`src/rtl/mem_write_buffer_ctrl.sv`:
```
// Memory-side controller: posts cache writes into a FIFO write buffer drained to RAM,
// sequences read misses with a fixed RAM latency and forwards read hits from the buffer.
module mem_write_buffer_ctrl #(
  parameter int DATA_W   = 32,
  parameter int ADDR_W   = 32,
  parameter int WB_DEPTH = 4,
  parameter int RAM_LAT  = 2
) (
  input  logic              clk,
  input  logic              rst_n,
  input  logic              req_valid,
  output logic              req_ready,
  input  logic              req_wr,
  input  logic [ADDR_W-1:0] req_addr,
  input  logic [DATA_W-1:0] req_data,
  output logic              resp_valid,
  output logic [DATA_W-1:0] resp_data,
  output logic              ram_en,
  output logic              ram_wr,
  output logic [ADDR_W-1:0] ram_addr,
  output logic [DATA_W-1:0] ram_data,
  input  logic [DATA_W-1:0] ram_q,
  output logic              wb_empty
);

  localparam int PW = (WB_DEPTH > 1) ? $clog2(WB_DEPTH) : 1;
  localparam int CW = $clog2(WB_DEPTH) + 1;
  localparam int LW = (RAM_LAT > 1) ? $clog2(RAM_LAT) : 1;
  localparam logic [CW-1:0] FULL_CNT = CW'(WB_DEPTH);
  localparam logic [LW-1:0] LAT_LAST = LW'(RAM_LAT - 1);

  typedef enum logic [1:0] {IDLE, WRITE, READ, RESP} state_t;

  state_t            state_reg, state_next;
  logic [ADDR_W-1:0] wb_addr [WB_DEPTH];
  logic [DATA_W-1:0] wb_data [WB_DEPTH];
  logic [PW-1:0]     head_reg, tail_reg, fwd_idx;
  logic [CW-1:0]     count_reg;
  logic [LW-1:0]     lat_reg;
  logic              rd_busy_reg, rd_pending_reg, hit_resp_reg;
  logic [ADDR_W-1:0] rd_addr_reg, ram_addr_reg;
  logic [DATA_W-1:0] ram_data_reg, resp_data_reg;

  logic              wb_full, accept, wr_accept, rd_accept, miss_accept, pop;
  logic              fwd_hit;
  logic [DATA_W-1:0] fwd_data;

  assign wb_full     = (count_reg == FULL_CNT);
  assign wb_empty    = (count_reg == '0);
  assign req_ready   = rst_n && !rd_busy_reg && !wb_full;
  assign accept      = req_valid && req_ready;
  assign wr_accept   = accept && req_wr;
  assign rd_accept   = accept && !req_wr;
  assign miss_accept = rd_accept && !fwd_hit;
  assign pop         = (state_reg == WRITE);

  assign resp_valid = (state_reg == RESP) || hit_resp_reg;
  assign resp_data  = resp_data_reg;
  assign ram_en     = (state_reg == WRITE) || (state_reg == READ);
  assign ram_wr     = (state_reg == WRITE);
  assign ram_addr   = ram_addr_reg;
  assign ram_data   = ram_data_reg;

  // Scan oldest to youngest so the last match wins; the head stays visible while it drains.
  always_comb begin
    fwd_hit  = 1'b0;
    fwd_data = '0;
    fwd_idx  = '0;
    for (int i = 0; i < WB_DEPTH; i++) begin
      fwd_idx = head_reg + PW'(i);
      if ((CW'(i) < count_reg) && (wb_addr[fwd_idx] == req_addr)) begin
        fwd_hit  = 1'b1;
        fwd_data = wb_data[fwd_idx];
      end
    end
  end

  always_comb begin
    state_next = state_reg;
    case (state_reg)
      IDLE: begin
        if (rd_pending_reg || miss_accept) state_next = READ;
        else if (!wb_empty)                state_next = WRITE;
      end
      WRITE:   state_next = IDLE;
      READ:    if (lat_reg == LAT_LAST) state_next = RESP;
      RESP:    state_next = IDLE;
      default: state_next = IDLE;
    endcase
  end

  always_ff @(posedge clk) begin
    if (wr_accept) begin
      wb_addr[tail_reg] <= req_addr;
      wb_data[tail_reg] <= req_data;
    end
  end

  always_ff @(posedge clk or negedge rst_n) begin
    if (!rst_n) begin
      head_reg  <= '0;
      tail_reg  <= '0;
      count_reg <= '0;
    end else begin
      if (wr_accept) tail_reg <= tail_reg + PW'(1);
      if (pop)       head_reg <= head_reg + PW'(1);
      case ({wr_accept, pop})
        2'b10:   count_reg <= count_reg + CW'(1);
        2'b01:   count_reg <= count_reg - CW'(1);
        default: count_reg <= count_reg;
      endcase
    end
  end

  always_ff @(posedge clk or negedge rst_n) begin
    if (!rst_n) begin
      state_reg      <= IDLE;
      lat_reg        <= '0;
      rd_busy_reg    <= 1'b0;
      rd_pending_reg <= 1'b0;
      hit_resp_reg   <= 1'b0;
      rd_addr_reg    <= '0;
      resp_data_reg  <= '0;
      ram_addr_reg   <= '0;
      ram_data_reg   <= '0;
    end else begin
      state_reg    <= state_next;
      hit_resp_reg <= rd_accept && fwd_hit;
      lat_reg      <= (state_reg == READ && state_next == READ) ? lat_reg + LW'(1) : '0;

      if (rd_accept)                                    rd_busy_reg <= 1'b1;
      else if (state_reg == RESP || hit_resp_reg)       rd_busy_reg <= 1'b0;

      // A miss accepted while IDLE goes straight to READ and never sits pending.
      if (state_next == READ)  rd_pending_reg <= 1'b0;
      else if (miss_accept)    rd_pending_reg <= 1'b1;

      if (miss_accept) rd_addr_reg <= req_addr;

      if (rd_accept && fwd_hit)                         resp_data_reg <= fwd_data;
      else if (state_reg == READ && state_next == RESP) resp_data_reg <= ram_q;

      if (state_reg == IDLE && state_next == WRITE) begin
        ram_addr_reg <= wb_addr[head_reg];
        ram_data_reg <= wb_data[head_reg];
      end else if (state_reg != READ && state_next == READ) begin
        ram_addr_reg <= miss_accept ? req_addr : rd_addr_reg;
      end
    end
  end

endmodule

```
`config.mk`:
```
export PLATFORM = sky130hd
export DESIGN_NAME = mem_write_buffer_ctrl
export DESIGN_NICKNAME = d
export VERILOG_FILES = /design/src/rtl/mem_write_buffer_ctrl.sv
export SDC_FILE = /design/constraint.sdc
export NUM_CORES = 1
export LEC_CHECK = 0
export BUFFER_PORTS_ARGS = -buffer_cell sky130_fd_sc_hd__buf_2
export CORE_MARGIN = 3
export CORE_UTILIZATION = 40
export CTS_BUF_LIST = sky130_fd_sc_hd__clkbuf_8 sky130_fd_sc_hd__clkbuf_16
export DETAILED_ROUTE_END_ITERATION = 8
export PLACE_DENSITY = 0.66
export RECOVER_POWER = 25
export SLEW_MARGIN = 30
export SYNTH_ARGS = -nofsm -noshare
export SYNTH_HDL_FRONTEND = slang
export SYNTH_SLANG_ARGS = --single-unit
```
`constraint.sdc`:
```
create_clock -name clk -period 11.4 [get_ports clk]
set_input_delay 2.85 -clock clk [delete_from_list [all_inputs] [get_ports clk]]
set_output_delay 2.85 -clock clk [all_outputs]
set_load 0.01 [all_outputs]
```
; ---- Word level (Yosys, flattened, before mapping)
; Memory sizes are Yosys's and may differ from the RTL's.
; Index checks and enable logic that the tools add are counted.
; W data, S select, Z words.
[word_totals]
register_bits = 141
elab_cells = 94
input_bits = 100
ram_bits = 256
output_inout_bits = 101
memories = 2
[op_classes]
n_lt_le_gt_ge = 4
reduce_logical = 30
eq_ne = 14
add_sub_neg = 7
n_mux = 25
[mem_list]
columns = name, depth, width, read_ports, rd_ports_with_merged_regs, write_ports, line
row1 = wb_addr, 4, 32, 4, 0, 1, 35  ; logic [ADDR_W-1:0] wb_addr [WB_DEPTH];
row2 = wb_data, 4, 32, 4, 0, 1, 36  ; logic [DATA_W-1:0] wb_data [WB_DEPTH];
[op_table]
columns = op, count
row1 = $mux W32, 9
row2 = $eq A32 B32 Y1, 4
row3 = $logic_and A1 B1 Y1, 15
row4 = $mux W1, 11
row5 = $eq A2 B2 Y1 const B, 5
row6 = $reduce_bool A2 Y1, 5
row7 = $eq A2 B1 Y1 const B, 3
row8 = $lt A1 B3 Y1 const A, 2
row9 = $lt A2 B3 Y1 const A, 2
row10 = $mux W2, 3
row11 = $pmux W2 S3, 1
row12 = $pmux W3 S2, 1
row13 = $add A2 B1 Y2 const B, 2
row14 = $add A2 B2 Y2 const B, 2
row15 = $logic_not A1 Y1, 4
row16 = $add A3 B1 Y3 const B, 1
row17 = $eq A3 B3 Y1 const B, 1
row18 = $logic_not A3 Y1, 1
row19 = $logic_or A1 B1 Y1, 3
row20 = $sub A3 B1 Y3 const B, 1
row21 = $logic_not A2 Y1, 1
row22 = $ne A2 B2 Y1 const B, 1
row23 = $reduce_or A2 Y1, 1
row24 = $add A1 B1 Y1 const B, 1

; ---- Logic depth before layout (Yosys ltp)
; Gate-level depths: netlist of the first run.
; An unclocked memory read counts as a cell.
[depth]
ltp_word = 16
ltp_mapped = 19
ltp_nobuf = 10

; ---- Worst setup path after synthesis of the first run
; Ideal clock, no wire load.
[synth_path]
path_kind = input to register
startpoint = input rst_n
endpoint = memory wb_addr[0][0] (enable)
path_buffers = 0
setup_ns = 0.487
arrival_ns = 6.038
path_slack_ns = 4.876
t_required_ns = 10.913
stages = 3
cell_sequence = and3_1 -> nand3_1 -> nor2_1
[synth_between]
elab_chain_cells = 6
[synth_rtl]
columns = item, line
row1 = from (decl), 10  ; input logic rst_n,
row2 = $logic_and A1 B1 Y1 (2 in a row), 50  ; assign req_ready = rst_n && !rd_busy_reg && !wb_full;
row3 = $logic_and A1 B1 Y1, 51  ; assign accept = req_valid && req_ready;
row4 = $logic_and A1 B1 Y1, 52  ; assign wr_accept = accept && req_wr;
row5 = $mux W1, 93  ; if (wr_accept) begin
row6 = $mux W1 (not written as such), 94  ; wb_addr[tail_reg] <= req_addr;
row7 = to (decl), 35
; Every way passes these cells.

; ---- Worst setup path after layout of the first run
[layout_path]
startpoint = input rst_n
endpoint = output req_ready
[layout_between]
elab_chain_cells = 2
[layout_rtl]
columns = item, line
row1 = $logic_and A1 B1 Y1 (2 in a row), 50
row2 = to (decl), 12  ; output logic req_ready,
; Every way passes these cells.

==> flow_summary.ini, run 1 <==
[drt]
vias = 17227
drc = 0
wirelength_mm = 67.1
dr_wl_met2_mm = 31.0
dr.pass1.iters = 7
met3_length_mm = 5.05
highest_layer = met5
drt-met1-wl_mm = 28.6
ant_nets = 0
drt_iter0_markers = 1674
viasPerCell = 5.89
wl_per_cell_um = 23.0

[clock_tree]
root_buffer = clkbuf_16
clock_path_buffers = 3
cts_max_level = 2
hold_buffers = 0
insertion_delay_ps = 600
cts_tree = done
cts_buffers = 45
cts.repair.resized = 0
post_cts_buffers = 0
clkSlewWorstSetupHoldPaths_ps = 70
clkSinkCount = 397

[grt]
grt_usage = 0.215
grt.overflow.total = 0
antenna_found_initial = 10
grt_max_degree = 99
grt_pass1_vias = 16769
grt_pass1_wl_mm = 101

[placement]
dpl.hpwl_mm = 45.5
gp_congestion = 0.916
dp_cells = 2835
numPortBuffers = 200

[cells_and_area]
fin_util = 0.458
syn_to_final_growth_pct = 12.0
drive_gt1_frac = 0.219
final_cells = 2924
fin_nets = 2240
reg.largest.list = wb_addr (128), wb_data (128)
fillers = 5202

[sta]
fin_setup_tns_ps = 0
setup_violations = 0
slew_headroom = -0.767
worst_slew_pin_slew_ps = 2650
period_minus_slack_ps = 7810
fin_worst_skew_ps = 30.7
hold_viol = 0
period_share = 0.685
rsz0062_at_grt = false
report.final.slew_viol_count = 142
max_freq_mhz = 128

[logic_synthesis]
synth_area_leaders = edfxtp_1, dfrtp_1, mux2i_1, mux4_2, mux2_2
synth_area_sq_um = 23300
synth_nets = 2137
synth_cell_types = 73
synth_seq_cells = 397
ys_seq_area_frac = 0.481
synth-edff-count = 256
synth_top_area_cell = edfxtp_1
asyncSetResetFlopFracSynth = 0.355
synth_cells = 2024
ys.flop_type = edfxtp_1
synth_common_cells = edfxtp_1, mux2i_1, nand2_1
syn_avg_cell_area_sq_um = 11.5
yosysWarnings = 0
netlist.area_leader.share = 0.330
yosysMostFrequentCell = edfxtp_1

[floorplanning]
dieArea_sq_um = 61200
ios = 201
coreArea_sq_um = 57000
dieWidth_um = 247
start_util = 0.409
std_cell_rows = 87
fp.dieH_um = 247

[worst_hold_path]
min_path_cells = 2
min_from = rd_addr_reg[23]$_DFF_PN0_
whs_endpoint = rd_addr_reg[23]$_DFF_PN0_
min_path_type = reg2reg

[setup_path]
endpoint_kind = primary output
crit_slowest_cell = clkbuf_1
worst_ep_required_time_ps = 8550
path_buf_inv = 2
startpoint_type = primary input
max_stage_delay_ps = 1490
path_cells = clkbuf_1, and3_1, buf_2
worstRegToRegCells = 13
crit_type = in2out
critPathMaxFanout = 38
r2r-start = head_reg[0]$_DFFE_PN0P_
ff2ff_setup_slack_ps = 4810
arrival_ps = 4960
r2r_end = ram_addr[20]$_DFFE_PN0P_
critical-path-top-delay-family = buffers and inverters

[power]
p_total_w = 0.00303
peakVddDrop_mv = 0.106
p_leak_nw = 9.16
power.density_nw_per_um2 = 116

[run_status]
violations = max-capacitance violations, max-slew violations
status = complete, but fails checks

[job]
max_cap_violations = 3
power by group:
group	switching, W	internal (W)	total [W]
clock	0.000616	0.000789	0.00141
combinational	0.0000669	0.0000273	0.0000942
sequential	0	0.00154	0.00154
total	0.000683	0.00235	0.00303
worst min-delay path, delay by kind of cell, from the launching register on:
| kind | cells | cell delay, ps |
|---|---|---|
| flip-flops | 1 | 340 |
| AND/OR/NAND/NOR | 2 | 100 |
cells in the final DEF (no fill, tap or decap), types with 20 or more instances in the layout:
cell       netlist  final
edfxtp_1       256    256
mux2i_1        192    192
nand2_1        182    180
nor2_1         162    157
buf_2           15    152
a21oi_1        149    148
dfrtp_1        141    140
mux2_2         110    110
o21ai_0         85     85
mux4_2          84     84
xnor2_1         80     80
a211oi_1        53     53
clkbuf_1       108     49
clkbuf_16        0     47
o211ai_1        40     40
or3_1           36     36
inv_1           27     33
o21ai_1         30     30
xor2_1          30     30
buf_4           14     28
o221ai_1        20     20
metrics by stage:
stage	area [sq um]	hold slack (ps)	setup WS, ps
after floorplan	23300	433	4880
after global placement	24700	452	4660
after detailed placement	24700	457	4590
after CTS	26100	473	4890
after global routing	26100	494	3200
final	26100	475	3590
cells by family (layout without fill, tap and decap cells):
| logic type | count (synthesis) | in the layout | synth area share |
|---|---|---|---|
| xor+xnor | 110 | 110 | 0.0413 |
| other cells | 0 | 5 | 0 |
| fa+ha+maj | 13 | 13 | 0.00698 |
| compound gates | 452 | 452 | 0.121 |
| simple gates | 458 | 458 | 0.0862 |
| mux | 390 | 390 | 0.220 |
| flops | 397 | 397 | 0.481 |
| buf+inv | 204 | 343 | 0.0426 |
layout make-up:
type | count | area (sq um) | area share
sequential | 397 | 11200 | 0.430
multi-input combinational | 1423 | 11200 | 0.428
clock buffer | 52 | 1240 | 0.0477
timing repair buffer | 232 | 1200 | 0.0459
tap | 756 | 946 | 0.0362
clock inverter | 31 | 209 | 0.00800
inverter | 28 | 106 | 0.00407
antenna | 5 | 12.5 | 0.000479
routing by layer:
| metal | global-route usage | vias up |
|---|---|---|
| met5 | 0 | - |
| met4 | 0.0733 | 12 |
| met3 | 0.0487 | 131 |
| met2 | 0.338 | 584 |
| met1 | 0.293 | 8643 |
| li1 | - | 7857 |
worst max path at each step:
stage | to | cells after the start | from | slack, ps
after floorplan | wb_addr[0][0]$_DFFE_PP_ | 3 | rst_n | 4880
after global placement | ram_addr[20]$_DFFE_PN0P_ | 13 | req_addr[20] | 4660
after detailed placement | ram_addr[20]$_DFFE_PN0P_ | 13 | req_addr[20] | 4590
after CTS | req_ready | 3 | rst_n | 4890
after global routing | req_ready | 3 | rst_n | 3200
final | req_ready | 3 | rst_n | 3590
Note: power is estimated with default switching activity, not from simulation.
==> run 2: changes to the inputs <==
--- a/config.mk
+++ b/config.mk
@@ -10,7 +10,7 @@
 export CORE_UTILIZATION = 40
 export CTS_BUF_LIST = sky130_fd_sc_hd__clkbuf_8 sky130_fd_sc_hd__clkbuf_16
 export DETAILED_ROUTE_END_ITERATION = 8
-export PLACE_DENSITY = 0.66
+export PLACE_DENSITY = 0.68
 export RECOVER_POWER = 25
 export SLEW_MARGIN = 30
 export SYNTH_ARGS = -nofsm -noshare
==> constraint.sdc (replaced) <==
create_clock -name clk -period 6.4 [get_ports clk]
set_input_delay 1.6 -clock clk [delete_from_list [all_inputs] [get_ports clk]]
set_output_delay 1.6 -clock clk [all_outputs]
set_load 0.01 [all_outputs]
==> flow_summary.ini, run 2 (same netlist as run 1, synthesis figures left out) <==
[clock_tree]
cts_max_level = 2
cts.repair.resized = 0
hold_buffers = 0
cts_tree = done
cts_buffers = 46
insertion_delay_ps = 600
clock_path_buffers = 3
clkSlewWorstSetupHoldPaths_ps = 60
post_cts_buffers = 0
clkSinkCount = 397
root_buffer = clkbuf_16

[floorplanning]
dieArea_sq_um = 61200
ios = 201
start_util = 0.409
coreArea_sq_um = 57000
std_cell_rows = 87
fp.dieH_um = 247
dieWidth_um = 247

[setup_path]
r2r_end = resp_data[16]$_DFFE_PN0P_
worstRegToRegCells = 12
critPathMaxFanout = 50
ff2ff_setup_slack_ps = 810
crit_type = reg2reg
startpoint = head_reg[0]$_DFFE_PN0P_
crit_end = resp_data[16]$_DFFE_PN0P_
endpoint_kind = register
r2r-start = head_reg[0]$_DFFE_PN0P_
arrival_ps = 6030
startpoint_type = register
worst_ep_required_time_ps = 6840

[grt]
grt_max_degree = 127
busiest_layer = met2
use_met2 = 0.346
grt_use_met1 = 0.287
grt.overflow.total = 0
grt_pass1_wl_mm = 102
grt_usage = 0.218
grt_pass1_vias = 16898
antenna_found_initial = 10
grtUsageMet3 = 0.0619

[power]
power.density_nw_per_um2 = 211
peakVddDrop_mv = 0.186
p_leak_nw = 9.32

[sta]
hold_viol = 0
report.final.slew_viol_count = 28
fin_setup_tns_ps = 0
timing.final.ws_setup_ps = 808
period_share = 0.874
rsz0062_at_grt = false
period_minus_slack_ps = 5590
worst_slew_pin_slew_ps = 1810
setup_violations = 0
max_freq_mhz = 179
slew_headroom = -0.209
fin_hold_ws_ps = 469
fin_worst_skew_ps = 38.3

[drt]
viasPerCell = 5.93
drc = 0
drt_iter0_markers = 1562
vias = 17457
dr.pass1.iters = 6
wirelength_mm = 67.8
ant_nets = 0
wl_per_cell_um = 23.1

[placement]
dp_slack_ps = 850
dpl.hpwl_mm = 46.2
numPortBuffers = 200
gp_congestion = 0.947
dpl_cell_area_sq_um = 24900
dp_cells = 2854

[cells_and_area]
multi_input_area_sq_um = 11200
layout_commonest_cell = edfxtp_1
finalInstanceArea_sq_um = 26400
reg.largest.list = wb_addr (128), wb_data (128)
final_cell_mix = edfxtp_1, mux2i_1, nand2_1
syn_to_final_growth_pct = 13.3
final_cells = 2942
layout.area.seq_sq_um = 11200
fin_nets = 2259
drive_gt1_frac = 0.225
fillers = 5110

[run_status]
violations = max-capacitance violations, max-slew violations
status = complete, but fails checks

[job]
max_cap_violations = 1

[worst_hold_path]
min_path_type = reg2reg
[run 2: cell count changes in the layout (fill, tap and decap cells not counted), sizes merged]
cell / change
diode: -1
clkinvlp: -1
clkbuf: +2
clkinv: -3
bufinv: +5
buf: +16
[run 2: cell type report]
type,count,area share
Timing Repair Buffer,250,0.0538
Inverter,28,0.00398
Clock buffer,52,0.0467
Multi-Input combinational cell,1423,0.423
Clock inverter,32,0.0116
Tap cell,756,0.0358
Antenna cell,4,0.000379
Sequential cell,397,0.425
[run 2: through the flow]
stage | power [W] | utilization
2_1_floorplan | 0.00286 | -
3_3_place_gp | 0.00296 | 0.437
3_5_place_dp | 0.00296 | 0.437
4_1_cts | 0.00563 | 0.464
5_1_grt | 0.00575 | 0.463
6_report | 0.00558 | 0.463
[run 2: how the worst min path moves through the flow]
stage / start / end / slack (ps) / cells after the start
2_1_floorplan: lat_reg$_DFF_PN0_ / lat_reg$_DFF_PN0_ / 430 / 1
6_report: rd_addr_reg[12]$_DFF_PN0_ / rd_addr_reg[12]$_DFF_PN0_ / 470 / 2
4_1_cts: rd_addr_reg[10]$_DFF_PN0_ / rd_addr_reg[10]$_DFF_PN0_ / 470 / 2
3_5_place_dp: rd_addr_reg[10]$_DFF_PN0_ / rd_addr_reg[10]$_DFF_PN0_ / 460 / 2
5_1_grt: rd_addr_reg[10]$_DFF_PN0_ / rd_addr_reg[10]$_DFF_PN0_ / 490 / 2
3_3_place_gp: rd_addr_reg[29]$_DFF_PN0_ / rd_addr_reg[29]$_DFF_PN0_ / 450 / 2
[run 2: routing by layer]
metal	wire [um]	up-vias
li1	-	7881
met1	27600	8708
met2	31900	715
met3	6220	141
met4	2050	12
met5	82	-
[run 2: where the power goes]
group / internal (W) / total (W) / switching (W)
combinational: 0.0000495 / 0.000170 / 0.000121
clock: 0.00158 / 0.00267 / 0.00109
sequential: 0.00274 / 0.00274 / 0
total: 0.00437 / 0.00558 / 0.00121
[run 2: worst max-delay path: stages (launching register included)]
cell       delay (ps)
dfrtp_4           920
buf_12            300
mux4_1            610
xnor2_1           470
nand4_1           200
or4_1             610
or2_0             240
nand4bb_2         830
buf_4             540
mux2_2            270
a21oi_1            60
a211oi_1          250
a21oi_1            80
